$ cat src/rtl/apb_requester.sv
// APB4 requester: turns single-beat controller commands into APB setup/access
// transfers and returns read data and error status on a valid/ready channel.
module apb_requester #(
  parameter int ADDR_WIDTH     = 16,
  parameter int DATA_WIDTH     = 32,
  parameter int TIMEOUT_CYCLES = 256
) (
  input  logic                    sys_clk,
  input  logic                    rst,
  input  logic                    cmd_valid,
  output logic                    cmd_ready,
  input  logic                    cmd_write,
  input  logic [ADDR_WIDTH-1:0]   cmd_addr,
  input  logic [DATA_WIDTH-1:0]   cmd_wdata,
  input  logic [DATA_WIDTH/8-1:0] cmd_strb,
  output logic                    rsp_valid,
  input  logic                    rsp_ready,
  output logic [DATA_WIDTH-1:0]   rsp_rdata,
  output logic                    rsp_err,
  output logic                    rsp_timeout,
  output logic [ADDR_WIDTH-1:0]   paddr,
  output logic                    pwrite,
  output logic                    psel,
  output logic                    penable,
  output logic [DATA_WIDTH/8-1:0] pstrb,
  output logic [DATA_WIDTH-1:0]   pwdata,
  input  logic [DATA_WIDTH-1:0]   prdata,
  input  logic                    pready,
  input  logic                    pslverr
);

  localparam int STRB_WIDTH = DATA_WIDTH / 8;
  localparam int CW         = (TIMEOUT_CYCLES > 0) ? $clog2(TIMEOUT_CYCLES + 1) : 1;
  localparam int TO_LAST_I  = (TIMEOUT_CYCLES > 0) ? TIMEOUT_CYCLES - 1 : 0;
  localparam logic [CW-1:0] TO_LAST = TO_LAST_I[CW-1:0];

  typedef enum logic [1:0] {IDLE, SETUP, ACCESS, RESP} state_t;

  state_t                  state_q, state_d;
  logic [ADDR_WIDTH-1:0]   paddr_q, paddr_d;
  logic                    pwrite_q, pwrite_d;
  logic                    psel_q, psel_d;
  logic                    penable_q, penable_d;
  logic [STRB_WIDTH-1:0]   pstrb_q, pstrb_d;
  logic [DATA_WIDTH-1:0]   pwdata_q, pwdata_d;
  logic                    rsp_valid_q, rsp_valid_d;
  logic [DATA_WIDTH-1:0]   rsp_rdata_q, rsp_rdata_d;
  logic                    rsp_err_q, rsp_err_d;
  logic                    rsp_timeout_q, rsp_timeout_d;
  logic [CW-1:0]           wait_q, wait_d;

  always_comb begin
    state_d       = state_q;
    paddr_d       = paddr_q;
    pwrite_d      = pwrite_q;
    psel_d        = psel_q;
    penable_d     = penable_q;
    pstrb_d       = pstrb_q;
    pwdata_d      = pwdata_q;
    rsp_valid_d   = rsp_valid_q;
    rsp_rdata_d   = rsp_rdata_q;
    rsp_err_d     = rsp_err_q;
    rsp_timeout_d = rsp_timeout_q;
    wait_d        = wait_q;

    unique case (state_q)
      IDLE: begin
        if (cmd_valid) begin
          paddr_d   = cmd_addr;
          pwrite_d  = cmd_write;
          pwdata_d  = cmd_write ? cmd_wdata : '0;
          pstrb_d   = cmd_write ? cmd_strb : '0;
          psel_d    = 1'b1;
          penable_d = 1'b0;
          state_d   = SETUP;
        end
      end
      SETUP: begin
        penable_d = 1'b1;
        wait_d    = '0;
        state_d   = ACCESS;
      end
      ACCESS: begin
        // pready on the final wait cycle still beats the timeout
        if (pready) begin
          psel_d        = 1'b0;
          penable_d     = 1'b0;
          rsp_valid_d   = 1'b1;
          rsp_rdata_d   = pwrite_q ? '0 : prdata;
          rsp_err_d     = pslverr;
          rsp_timeout_d = 1'b0;
          state_d       = RESP;
        end else if (TIMEOUT_CYCLES > 0 && wait_q == TO_LAST) begin
          psel_d        = 1'b0;
          penable_d     = 1'b0;
          rsp_valid_d   = 1'b1;
          rsp_rdata_d   = '0;
          rsp_err_d     = 1'b1;
          rsp_timeout_d = 1'b1;
          state_d       = RESP;
        end else begin
          wait_d = wait_q + CW'(1);
        end
      end
      RESP: begin
        if (rsp_ready) begin
          rsp_valid_d = 1'b0;
          state_d     = IDLE;
        end
      end
      default: state_d = IDLE;
    endcase
  end

  always_ff @(posedge sys_clk or posedge rst) begin
    if (rst) begin
      state_q       <= IDLE;
      paddr_q       <= '0;
      pwrite_q      <= 1'b0;
      psel_q        <= 1'b0;
      penable_q     <= 1'b0;
      pstrb_q       <= '0;
      pwdata_q      <= '0;
      rsp_valid_q   <= 1'b0;
      rsp_rdata_q   <= '0;
      rsp_err_q     <= 1'b0;
      rsp_timeout_q <= 1'b0;
      wait_q        <= '0;
    end else begin
      state_q       <= state_d;
      paddr_q       <= paddr_d;
      pwrite_q      <= pwrite_d;
      psel_q        <= psel_d;
      penable_q     <= penable_d;
      pstrb_q       <= pstrb_d;
      pwdata_q      <= pwdata_d;
      rsp_valid_q   <= rsp_valid_d;
      rsp_rdata_q   <= rsp_rdata_d;
      rsp_err_q     <= rsp_err_d;
      rsp_timeout_q <= rsp_timeout_d;
      wait_q        <= wait_d;
    end
  end

  assign cmd_ready   = (state_q == IDLE) && !rst;
  assign paddr       = paddr_q;
  assign pwrite      = pwrite_q;
  assign psel        = psel_q;
  assign penable     = penable_q;
  assign pstrb       = pstrb_q;
  assign pwdata      = pwdata_q;
  assign rsp_valid   = rsp_valid_q;
  assign rsp_rdata   = rsp_rdata_q;
  assign rsp_err     = rsp_err_q;
  assign rsp_timeout = rsp_timeout_q;

endmodule

$ cat config.mk
export PLATFORM = sky130hd
export DESIGN_NAME = apb_requester
export DESIGN_NICKNAME = d
export VERILOG_FILES = /design/src/rtl/apb_requester.sv
export SDC_FILE = /design/constraint.sdc
export NUM_CORES = 1
export LEC_CHECK = 0
export ABC_CLOCK_PERIOD_IN_PS = 3840
export BUFFER_PORTS_ARGS = -buffer_cell sky130_fd_sc_hd__buf_2
export CAP_MARGIN = 20
export CORE_MARGIN = 1.5
export CORE_UTILIZATION = 40
export CTS_CLUSTER_SIZE = 8
export DETAILED_ROUTE_END_ITERATION = 8
export PLACE_DENSITY_LB_ADDON = 0.05
export SLEW_MARGIN = 30
export SYNTH_ARGS = -nofsm -noshare
export SYNTH_HDL_FRONTEND = slang
export SYNTH_SLANG_ARGS = --single-unit
$ cat constraint.sdc
create_clock -name sys_clk -period 3.84 [get_ports sys_clk]
set_input_delay 0.768 -clock sys_clk [delete_from_list [all_inputs] [get_ports sys_clk]]
set_output_delay 0.768 -clock sys_clk [all_outputs]
set_load 0.03 [all_outputs]
## Word level (Yosys, flattened, before mapping)

Index checks and enable logic that the tools add are counted.

| cells by class | value |
|---|---|
| add/subtract/negate cells | 1 |
| equality and inequality tests | 9 |
| muxes and demuxes | 25 |
| reductions and logical operators | 15 |

Operators with widths:

| cell | number |
|---|---|
| 32-bit two-way mux | 4 |
| 9-bit two-way mux | 2 |
| 9-bit one-hot mux with 2 select lines | 1 |
| 3-bit AND reduction | 5 |
| 9-bit by 1-bit adder with 9-bit output, second input constant | 1 |
| 9-bit by 8-bit equality test with 1-bit output, second input constant | 1 |
| 1-bit two-way mux | 9 |
| 2-bit two-way mux | 4 |
| 2-bit != test, second input constant | 4 |
| 2-bit one-hot mux with 4 select lines | 1 |
| 2-bit nonzero test | 4 |
| 2-bit equality test, second input constant | 2 |
| 4-bit two-way mux | 1 |
| 1-bit one-hot mux with 2 select lines | 2 |
| 2-bit AND reduction | 2 |
| 3-bit != test, second input constant | 1 |
| 1-bit one-hot mux with 3 select lines | 1 |
| 3-bit nonzero test | 1 |
| 2-bit by 1-bit equality test with 1-bit output, second input constant | 1 |
| 2-bit logical NOT | 1 |
| 1-bit logical AND | 1 |
| 1-bit logical NOT | 1 |

| storage, ports and cells | value |
|---|---|
| bits in registers | 101 |
| bits of input ports | 91 |
| output and inout port bits | 91 |
| logic and storage cells | 62 |

## Longest topological paths before layout

Gate-level depths: netlist of run 1.

| logic depth | value |
|---|---|
| depth in word-level cells | 4 |
| depth in mapped cells | 9 |
| gate-level depth less buffers | 7 |

## Worst setup path before layout of run 1

No wires, ideal clock.

| timing path | value |
|---|---|
| path type | register to register |
| start point | register wait_q[0] |
| end point | register wait_q[2] |
| library setup time | 0.077 ns |
| arrival | 1.929 ns |
| data required time | 3.763 ns |
| slack | 1.834 ns |
| cell stages (with the launch flop) | 9 |
| buffers on the path | 1 |
| period minus slack after synthesis | 2.006 ns |
| cells stage by stage | dfrtp_1 > ha_1 > nand3_1 > nor2_1 > ha_1 > or3b_1 > buf_2 > or3_1 > a21oi_1 |

| between the ends | value |
|---|---|
| word-level cells in the longest chain between the ends | 4 |
| elaborated cells on any way between the ends | 7 |
| those cells by class | 1 x add/sub; 2 x eq/ne; 3 x mux; 1 x reduce/logical |

Ends and longest elaborated chain:

| what | RTL line | source |
|---|---|---|
| start, declared | 50 | `logic [CW-1:0] wait_q, wait_d;` |
| start signal, assigned | 141 | `wait_q <= wait_d;` |
| 9-bit by 1-bit adder with 9-bit output | 102 | `wait_d = wait_q + CW'(1);` |
| 9-bit two-way mux | 93 | `end else if (TIMEOUT_CYCLES > 0 && wait_q == TO_LAST) begin` |
| 9-bit two-way mux | 85 | `if (pready) begin` |
| 9-bit one-hot mux with 2 select lines | 66 | `unique case (state_q)` |

Parallel ways exist; a longest one is shown, timed or not. The select of a mux whose other input is x is not followed.
A chain may end at the register's enable or synchronous reset.

## Final worst setup path of run 1

| timing path | value |
|---|---|
| start point | register wait_q[0] |
| end point | register rsp_rdata_q[12], in the netlist rsp_rdata[12] |

| between the ends | value |
|---|---|
| word-level cells in the longest chain between the ends | 3 |

Ends and longest elaborated chain:

| what | RTL line | source |
|---|---|---|
| 9-bit by 8-bit equality test with 1-bit output | 93 |  |
| 2-bit nonzero test (no line) | - |  |
| 2-bit AND reduction (no line) | - |  |
| end signal, assigned | 138 | `rsp_rdata_q <= rsp_rdata_d;` |
| end, declared | 47 | `logic [DATA_WIDTH-1:0] rsp_rdata_q, rsp_rdata_d;` |

Every way passes these cells.

==> impl_metrics.csv, run 1 <==
group,metric,value,unit
outcome,status,"finished clean",
sta,min_period,2.36,ns
layout,nFillCells,953,
sta,slew_violations,0,
routing,wl_met3,820,um
sta,max_freq,424,MHz
setup_path,crit_arrival,2.58,ns
layout,area_growth,30.5,%
power,comb_power_share,0.461,
power,ir_drop,0.385,mV
synth,synth_compound_area_frac,0.103,
global_routing,antenna_found_initial,0,
placed_design,gp_congestion,0.787,
synth,ys_seq_area_frac,0.607,
routing,top_layer,"met4",
synth,synth_seq_cells,101,
global_routing,grt-ovfl-total,0,
synth,yosys.area_share.xor_xnor,0.00210,
routing,met2_length,4.54,mm
layout,nNetsFinal,694,
synth,synth.area.mux_share,0.0610,
sta,setup_viol,0,
clock_tree,insertion_delay,0.35,ns
clock_tree,cts_buffers,9,
global_routing,grt_max_degree,57,
layout,drive_gt1_frac,0.377,
job,maxCapViolations,0,
floorplan,die_width,105,um
synth,yosys_most_used_dff,"dfrtp_1",
routing,wl_per_cell,13.2,um
power,power.total,4.64,mW
sta,skew,0.0119,ns
floorplan,core_area,0.0102,sq mm
setup_path,r2r_cells,7,
min_path,min_path_type,"reg2reg",
setup_path,worstPathRequired,4.06,ns
layout,finalCoreUtilization,0.531,
synth,synth_top_family_by_area,"simple AND/OR/NAND/NOR gates",
clock_tree,cts_resized,0,
setup_path,critPathLaunchType,"flip-flop",
sta,min_period_over_period,0.614,
floorplan,io_pins,182,
setup_path,cp_max_fo,42,
power,p_int,2.55,mW
power,power_switching,2.09,mW
sta,hold_viol,0,
power,p_leak,2.85,nW
routing,dr.pass1.iters,6,
clock_tree,htreeDepth,3,
sta,tightest_slew,0.874,ns
power,sw_frac_of_total,0.451,
synth,yosys.area_share.simple,0.172,
sta,rsz0062_at_grt,"false",
synth,syn_nets,523,
placed_design,io_buffers,181,
synth,synth_top_area_cell,"dfrtp_1",
routing,drt-total-wl,9.70,mm
routing,first_iter_violations,140,
synth,ys_types,26,
power,clkPwrFrac,0.164,
sta,finalSetupTns,0,ns
global_routing,grt_pass1_vias,3323,
floorplan,initial_utilization,0.407,
clock_tree,cts_root_buf,"clkbuf_8",
layout,antenna_cells,0,
clock_tree,hold_buffers,0,
synth,syn_area_per_cell,9.82,sq um
layout,instances_no_fill,736,
placed_design,place_inst,720,
floorplan,die-area,0.0110,sq mm
sta,slew_headroom,0.415,
clock_tree,cts.path.max_buffers,2,
synth,async_reset_ff_frac,1.00,
power,pwr-share-seq,0.374,
clock_tree,post_cts_buffers,0,
setup_path,crit_path_end_kind,"flip-flop",
routing,vias,3412,
routing,ant_nets,0,
synth,yosys_warnings,0,
synth,synth_area_leaders,"dfrtp_1 61%, nand2_1 13%, o21ai_0 9.1%, mux2_2 5.1%, ha_1 2.4%",
global_routing,gr-usage-all-layers,0.180,
clock_tree,cts.sinks,101,
synth,synth_adder_area_share,0.0240,
routing,via_per_inst,4.64,
synth,yosysTopAreaCellShare,0.607,
placed_design,dp_hpwl,6.88,mm
global_routing,grt_pass1_wl,15.9,mm
synth,synth_edf_count,0,
floorplan,die_height,105,um
clock_tree,cts_tree,"built",
routing,drc,0,
routing,wl_met1,4.20,mm
power,p_per_area,854,mW/mm^2
synth,postSynthCellCount,424,
setup_path,critPathKind,"reg2reg",
floorplan,rows,37,
min_path,worstHoldPathCells,2,
clock_tree,clkSlewWorstSetupHoldPaths,0.10,ns
synth,netlist_area,0.00417,sq mm
-- placed cells by master, fill, tap and decap left out --
cell type / count
inv_1: 5
o31ai_1: 1
nand2b_1: 2
nor3_1: 2
ha_1: 8
or3b_1: 1
or2_1: 1
nand2_1: 144
nand3_1: 7
o21ai_0: 75
mux2_2: 19
nor3b_2: 1
nor4_1: 1
mux2i_1: 4
and3_1: 1
or4_1: 1
inv_4: 1
dfrtp_1: 101
nand2_2: 1
o21ai_4: 1
a21oi_1: 8
nand4_1: 2
xor2_1: 1
nor2_1: 3
buf_4: 4
nor2b_2: 1
buf_12: 1
clkinv_4: 2
bufinv_16: 2
buf_2: 181
clkinv_2: 1
or3_1: 2
clkbuf_8: 11
nor2b_1: 4
-- final cells by class --
type                    instances  area (sq um)  share of cell area
clock buffers                  11           151              0.0278
clock inverters                 5          82.6              0.0152
inverters                       6          25.0             0.00460
multi-input cells             291          1520               0.280
flip-flops and latches        101          2530               0.465
well taps                     136           170              0.0313
repair buffers                186           956               0.176
-- logic make-up (layout without fill, tap and decap cells) --
group                    count (synthesis)  in the layout
AND/OR/NAND/NOR                        174            174
flip-flops                             101            101
XOR/XNOR                                 1              1
adder cells (fa/ha/maj)                  8              8
buffers and inverters                   32            208
multiplexers                            23             23
AO/OA/AOI/OAI                           85             85
-- state kept, by name, summed over array words and instances, names as in the netlist --
name         count
pstrb            4
state_q          2
rsp_valid        1
pwrite           1
pwdata          32
psel             1
penable          1
rsp_err          1
wait_q           9
rsp_timeout      1
paddr           16
rsp_rdata       32
-- path summary, 6_finish.rpt --
kind / startpoint / endpoint / slack, ns
max: wait_q[0] / rsp_rdata[12] / 1.48
min: pwdata[8] / pwdata[8] / 0.48
max reg2reg: wait_q[0] / rsp_rdata[12] / 1.48
min reg2reg: pwdata[8] / pwdata[8] / 0.48
max in group asynchronous: rst / rsp_rdata[24] / 2.60
min in group asynchronous: rst / paddr[7] / 0.53
-- power groups by stage --
stage	Clock, mW	Combinational, mW	Sequential [mW]
floorplan	0	0.660	2.59
global placement	0	2.14	1.75
detailed placement	0	2.17	1.76
CTS	0.785	2.17	1.75
global route	0.829	2.33	1.80
finish	0.763	2.14	1.74
-- Yosys cell counts (2+ instances only) --
library cell and number:
nand4_1 2, mux2_2 19, dfrtp_1 101, nand3_1 7
mux2i_1 4, nand2_1 145, buf_1 2, buf_2 8
clkbuf_1 16, ha_1 8, nand2b_1 2, a21oi_1 8
o21ai_0 76, inv_1 6, or3_1 2, nor2b_1 5
nor2_1 3, nor3_1 2
-- metal layers --
layer  up-vias  global-route usage
li1       1730                   -
met4         0              0.0626
met1      1543               0.230
met2       127               0.291
met5         -                   0
met3        12              0.0518
-- critical path, cell delays in order, from the launching register on --
cell,delay [ns]
dfrtp_1,0.43
ha_1,0.25
nand3_1,0.09
nor2_1,0.05
ha_1,0.25
o21ai_4,0.73
buf_4,0.31
o21ai_0,0.10
-- stage by stage --
step	setup WS, ns	hold WS [ns]	cell area [sq um]
floorplan	0.425	0.467	4170
global placement	1.56	0.456	5200
detailed placement	1.49	0.465	5200
CTS	1.47	0.488	5440
global route	1.27	0.510	5440
finish	1.48	0.482	5440
No activity file was read; power rests on OpenSTA's default activity.
==> inputs of run 2 (changes only) <==
ABC_CLOCK_PERIOD_IN_PS = 2300   (was 3840)
clock period = 2.3 ns   (was 3.84 ns; I/O delays follow)
==> run 2 against run 1 <==
Effect of this change:
- worst hold slack lost 0.19 ns
- non-clock buffer count is 3 higher
- combinational power increased by 70%
- power increased by 61%
- die area is the same
- core utilization down 0.37 points
- sequential cell count did not move
- clock skew down 0.0051 ns
- critical path type unchanged
- largest power group unchanged
==> impl_metrics.csv, run 2 (synthesized netlist as in run 1, its figures left out) <==
group,metric,value,unit
outcome,status,"finished clean",
routing,drc,0,
routing,dr.pass1.iters,4,
power,clkPwrFrac,0.130,
power,ir_drop,0.719,mV
power,sw_frac_of_total,0.461,
sta,min_period_over_period,0.932,
min_path,min_path_type,"in2async",
routing,top_layer,"met4",
floorplan,rows,37,
layout,antenna_cells,0,
floorplan,io_pins,182,
routing,ant_nets,0,
power,pwr-share-seq,0.385,
power,power_switching,3.45,mW
sta,setup_viol,0,
setup_path,critPathKind,"reg2reg",
routing,wl_met3,779,um
global_routing,gr-usage-all-layers,0.177,
clock_tree,cts_root_buf,"clkbuf_8",
sta,tightest_slew,0.664,ns
setup_path,crit_path_end_kind,"flip-flop",
routing,first_iter_violations,139,
sta,skew,0.00678,ns
clock_tree,cts_tree,"built",
floorplan,initial_utilization,0.407,
setup_path,worstPathRequired,2.58,ns
floorplan,die-area,0.0110,sq mm
setup_path,critPathLaunchType,"flip-flop",
sta,rsz0062_at_grt,"false",
layout,area_growth,29.6,%
routing,via_per_inst,4.62,
sta,slew_headroom,0.557,
clock_tree,hold_buffers,0,
power,p_int,4.04,mW
global_routing,grt_pass1_wl,15.3,mm
routing,met2_length,4.40,mm
placed_design,dp_hpwl,6.86,mm
setup_path,crit_arrival,2.42,ns
setup_path,cp_max_fo,5,
power,p_per_area,1390,mW/mm^2
sta,min_period,2.14,ns
clock_tree,insertion_delay,0.35,ns
global_routing,grt-ovfl-total,0,
floorplan,core_area,0.0102,sq mm
layout,nFillCells,982,
floorplan,die_width,105,um
global_routing,antenna_found_initial,0,
sta,hold_viol,0,
global_routing,grt_pass1_vias,3231,
global_routing,grt_max_degree,67,
clock_tree,htreeDepth,3,
routing,wl_met1,4.11,mm
routing,drt-total-wl,9.54,mm
floorplan,die_height,105,um
layout,drive_gt1_frac,0.372,
job,maxCapViolations,0,
clock_tree,post_cts_buffers,0,
routing,wl_per_cell,12.9,um
power,p_leak,2.82,nW
clock_tree,cts_resized,0,
layout,nNetsFinal,697,
clock_tree,cts_buffers,9,
layout,finalCoreUtilization,0.528,
routing,vias,3407,
layout,layout_commonest_cell,"buf_2",
clock_tree,clkSlewWorstSetupHoldPaths,0.09,ns
clock_tree,cts.sinks,101,
placed_design,io_buffers,181,
power,comb_power_share,0.485,
layout,final_cell_mix,"181 x buf_2, 144 x nand2_1, 101 x dfrtp_1",
sta,max_freq,466,MHz
sta,slew_violations,0,
sta,finalSetupTns,0,ns
clock_tree,cts.path.max_buffers,2,
placed_design,gp_congestion,0.750,
power,power.total,7.50,mW
==> run 2: changes by cell type in the layout (fill, tap and decap cells not counted), sizes merged <==
cell	delta
buf	+3
bufinv	-2
clkbuf	+3
clkinv	-3
clkinvlp	+2
inv	-1
==> run 2: worst paths after layout <==
check	from	to	slack [ns]	depth (start not counted)
hold / removal	rst	rsp_timeout	0.29	3
setup reg to reg	wait_q[0]	wait_q[5]	0.16	7
max in group asynchronous	rst	pwdata[9]	1.53	3
hold reg to reg	pwdata[7]	pwdata[7]	0.48	2
setup / recovery	wait_q[0]	wait_q[5]	0.16	7
min in group sys_clk	cmd_addr[6]	paddr[6]	0.33	2
==> run 2: worst max-delay path, stage by stage, from the launching register on <==
cell     delay, ns
dfrtp_1       0.43
ha_1          0.26
nand3_1       0.10
nor2_1        0.05
ha_1          0.26
or2_1         0.30
or4_1         0.51
a21oi_1       0.15
==> run 2: routing by layer <==
layer	up-vias	track usage
li1	1738	-
met1	1525	0.220
met2	123	0.272
met3	21	0.0599
met4	0	0.0910
met5	-	0
==> run 2: final cells by class <==
class | count | area (sq um) | share of cell area
Sequential cell | 101 | 2530 | 0.468
Clock buffer | 14 | 153 | 0.0283
Tap cell | 136 | 170 | 0.0315
Inverter | 6 | 26.3 | 0.00487
Timing Repair Buffer | 189 | 991 | 0.184
Multi-Input combinational cell | 291 | 1520 | 0.282
Clock inverter | 1 | 7.51 | 0.00139
==> run 2: per-stage QoR <==
step           hold slack (ns)  setup WS [ns]  cell area (sq um)  cells
2_1_floorplan            0.467          0.294               4170    424
3_3_place_gp             0.458          0.244               5240    723
3_5_place_dp             0.465          0.208               5240    723
4_1_cts                  0.307          0.179               5400    738
5_1_grt                  0.307         0.0398               5400    738
6_report                 0.288          0.156               5400    738
==> run 2: power groups by stage <==
stage	clock, mW	sequential [mW]	combinational [mW]
2_1_floorplan	0	4.32	1.10
3_3_place_gp	0	2.89	3.65
3_5_place_dp	0	2.92	3.70
4_1_cts	1.03	2.90	3.69
5_1_grt	1.08	2.99	3.95
6_report	0.975	2.88	3.64
==> inputs of run 3 (changes only) <==
PLACE_DENSITY = 0.72   (was unset)
PLACE_DENSITY_LB_ADDON = unset   (was 0.05)
==> run 3 against run 2 <==
Effect of this change:
- clock-buffer cell count decreased by 4
- power increased by 4.3%
- routed wire length increased by 2.5%
- first-iteration DRC count increased by 19%
- clock power increased by 28%
==> impl_metrics.csv, run 3 (synthesized netlist as in run 1, its figures left out) <==
group,metric,value,unit
clock_tree,cts_buffers,9,
power,p_int,4.28,mW
clock_tree,cts.sinks,101,
setup_path,timing.rr.start,"wait_q[0]",
clock_tree,post_cts_buffers,0,
power,p_leak,2.87,nW
sta,tightest_slew,0.657,ns
sta,rsz0062_at_grt,"false",
setup_path,crit_start,"wait_q[0]",
layout,multi_input_area,0.00153,sq mm
power,ir_drop,0.674,mV
clock_tree,cts_tree,"built",
setup_path,critPathLaunchType,"flip-flop",
global_routing,grt_pass1_wl,15.9,mm
layout,antenna_cells,0,
layout,final_cell_area,0.00549,sq mm
sta,slew_headroom,0.561,
power,comb_power_share,0.467,
global_routing,antenna_found_initial,0,
sta,min_period,2.21,ns
layout,nFillCells,951,
clock_tree,insertion_delay,0.36,ns
clock_tree,hold_buffers,0,
setup_path,crit_arrival,2.49,ns
clock_tree,htreeDepth,3,
sta,finalSetupTns,0,ns
floorplan,rows,37,
power,p_per_area,1420,mW/mm^2
setup_path,critPathKind,"reg2reg",
global_routing,use_met3,0.0512,
floorplan,die_height,105,um
layout,layout_commonest_cell,"buf_2",
job,maxCapViolations,0,
setup_path,r2r_cells,7,
placed_design,gp_congestion,0.810,
global_routing,gr-usage-all-layers,0.178,
sta,hold_viol,0,
placed_design,io_buffers,181,
setup_path,worstPathRequired,2.58,ns
outcome,status,"finished clean",
routing,dr.pass1.iters,4,
routing,via_per_inst,4.76,
routing,wl_per_cell,13.2,um
global_routing,grt_pass1_vias,3425,
min_path,min_path_type,"in2async",
floorplan,initial_utilization,0.407,
setup_path,reg2reg_to,"wait_q[3]",
setup_path,crit_path_end_kind,"flip-flop",
clock_tree,cts_root_buf,"clkbuf_8",
routing,vias,3519,
clock_tree,cts_resized,0,
sta,skew,0.0121,ns
global_routing,gr-usage-met1,0.232,
global_routing,grt-ovfl-total,0,
global_routing,globalRoute.busiestLayer,"met2",
sta,max_freq,453,MHz
power,power_switching,3.55,mW
sta,min_period_over_period,0.960,
sta,slew_violations,0,
global_routing,grt_max_degree,56,
clock_tree,clkSlewWorstSetupHoldPaths,0.10,ns
layout,final_cell_mix,"181 x buf_2, 144 x nand2_1, 101 x dfrtp_1",
layout,area_growth,31.8,%
routing,ant_nets,0,
placed_design,dp_hpwl,7.24,mm
routing,first_iter_violations,165,
floorplan,die-area,0.0110,sq mm
layout,regArea,0.00253,sq mm
setup_path,ff2ff_setup_slack,0.09,ns
power,sw_frac_of_total,0.453,
floorplan,die_width,105,um
power,pwr-share-seq,0.372,
layout,drive_gt1_frac,0.382,
layout,nNetsFinal,699,
global_routing,met2_usage,0.296,
placed_design,placed_cell_area,0.00527,sq mm
floorplan,io_pins,182,
power,clkPwrFrac,0.160,
floorplan,core_area,0.0102,sq mm
routing,drc,0,
routing,drt-total-wl,9.78,mm
clock_tree,cts.path.max_buffers,2,
sta,setup_viol,0,
setup_path,cp_max_fo,11,
==> run 3: critical path, stage by stage, from the launching register on <==
cell and delay, ns:
dfrtp_1 0.43, ha_1 0.26, nand3_1 0.12, nor2_1 0.06
ha_1 0.26, or3b_4 0.48, or3_1 0.36, a21oi_1 0.16
==> run 3: power by group through the flow <==
stage                     logic [mW]  clock network, mW  registers, mW
final                           3.65               1.25           2.91
after global routing            3.94               1.38           3.01
after CTS                       3.68               1.30           2.92
after detailed placement        3.69                  0           2.95
after global placement          3.61                  0           2.90
after floorplan                 1.10                  0           4.32
==> run 3: routing by layer <==
metal  wire (um)  share of wire
met5           0              0
met4          47         0.0048
met3         735          0.075
met2        4570           0.47
met1        4430           0.45
==> run 3: per-stage QoR <==
step / utilization / setup WS, ns / total power [mW] / instances / hold slack (ns)
after CTS: 0.536 / 0.0373 / 7.91 / 740 / 0.180
after global placement: 0.515 / 0.161 / 6.51 / 725 / 0.457
after global routing: 0.537 / 0.0146 / 8.34 / 740 / 0.198
final: 0.537 / 0.0928 / 7.82 / 740 / 0.179
after detailed placement: 0.515 / 0.0673 / 6.64 / 725 / 0.464
after floorplan: - / 0.294 / 5.43 / 424 / 0.467
==> run 3: worst max-delay path by stage <==
stage	end
4_1_cts	wait_q[3]
2_1_floorplan	wait_q[2]
6_report	wait_q[3]
3_3_place_gp	wait_q[3]
3_5_place_dp	wait_q[3]
5_1_grt	wait_q[3]
==> run 3: cell type report <==
type                            count  share of cell area
Clock inverter                      5              0.0150
Tap cell                          136              0.0310
Clock buffer                       10              0.0251
Inverter                            6             0.00479
Sequential cell                   101               0.460
Timing Repair Buffer              191               0.186
Multi-Input combinational cell    291               0.278
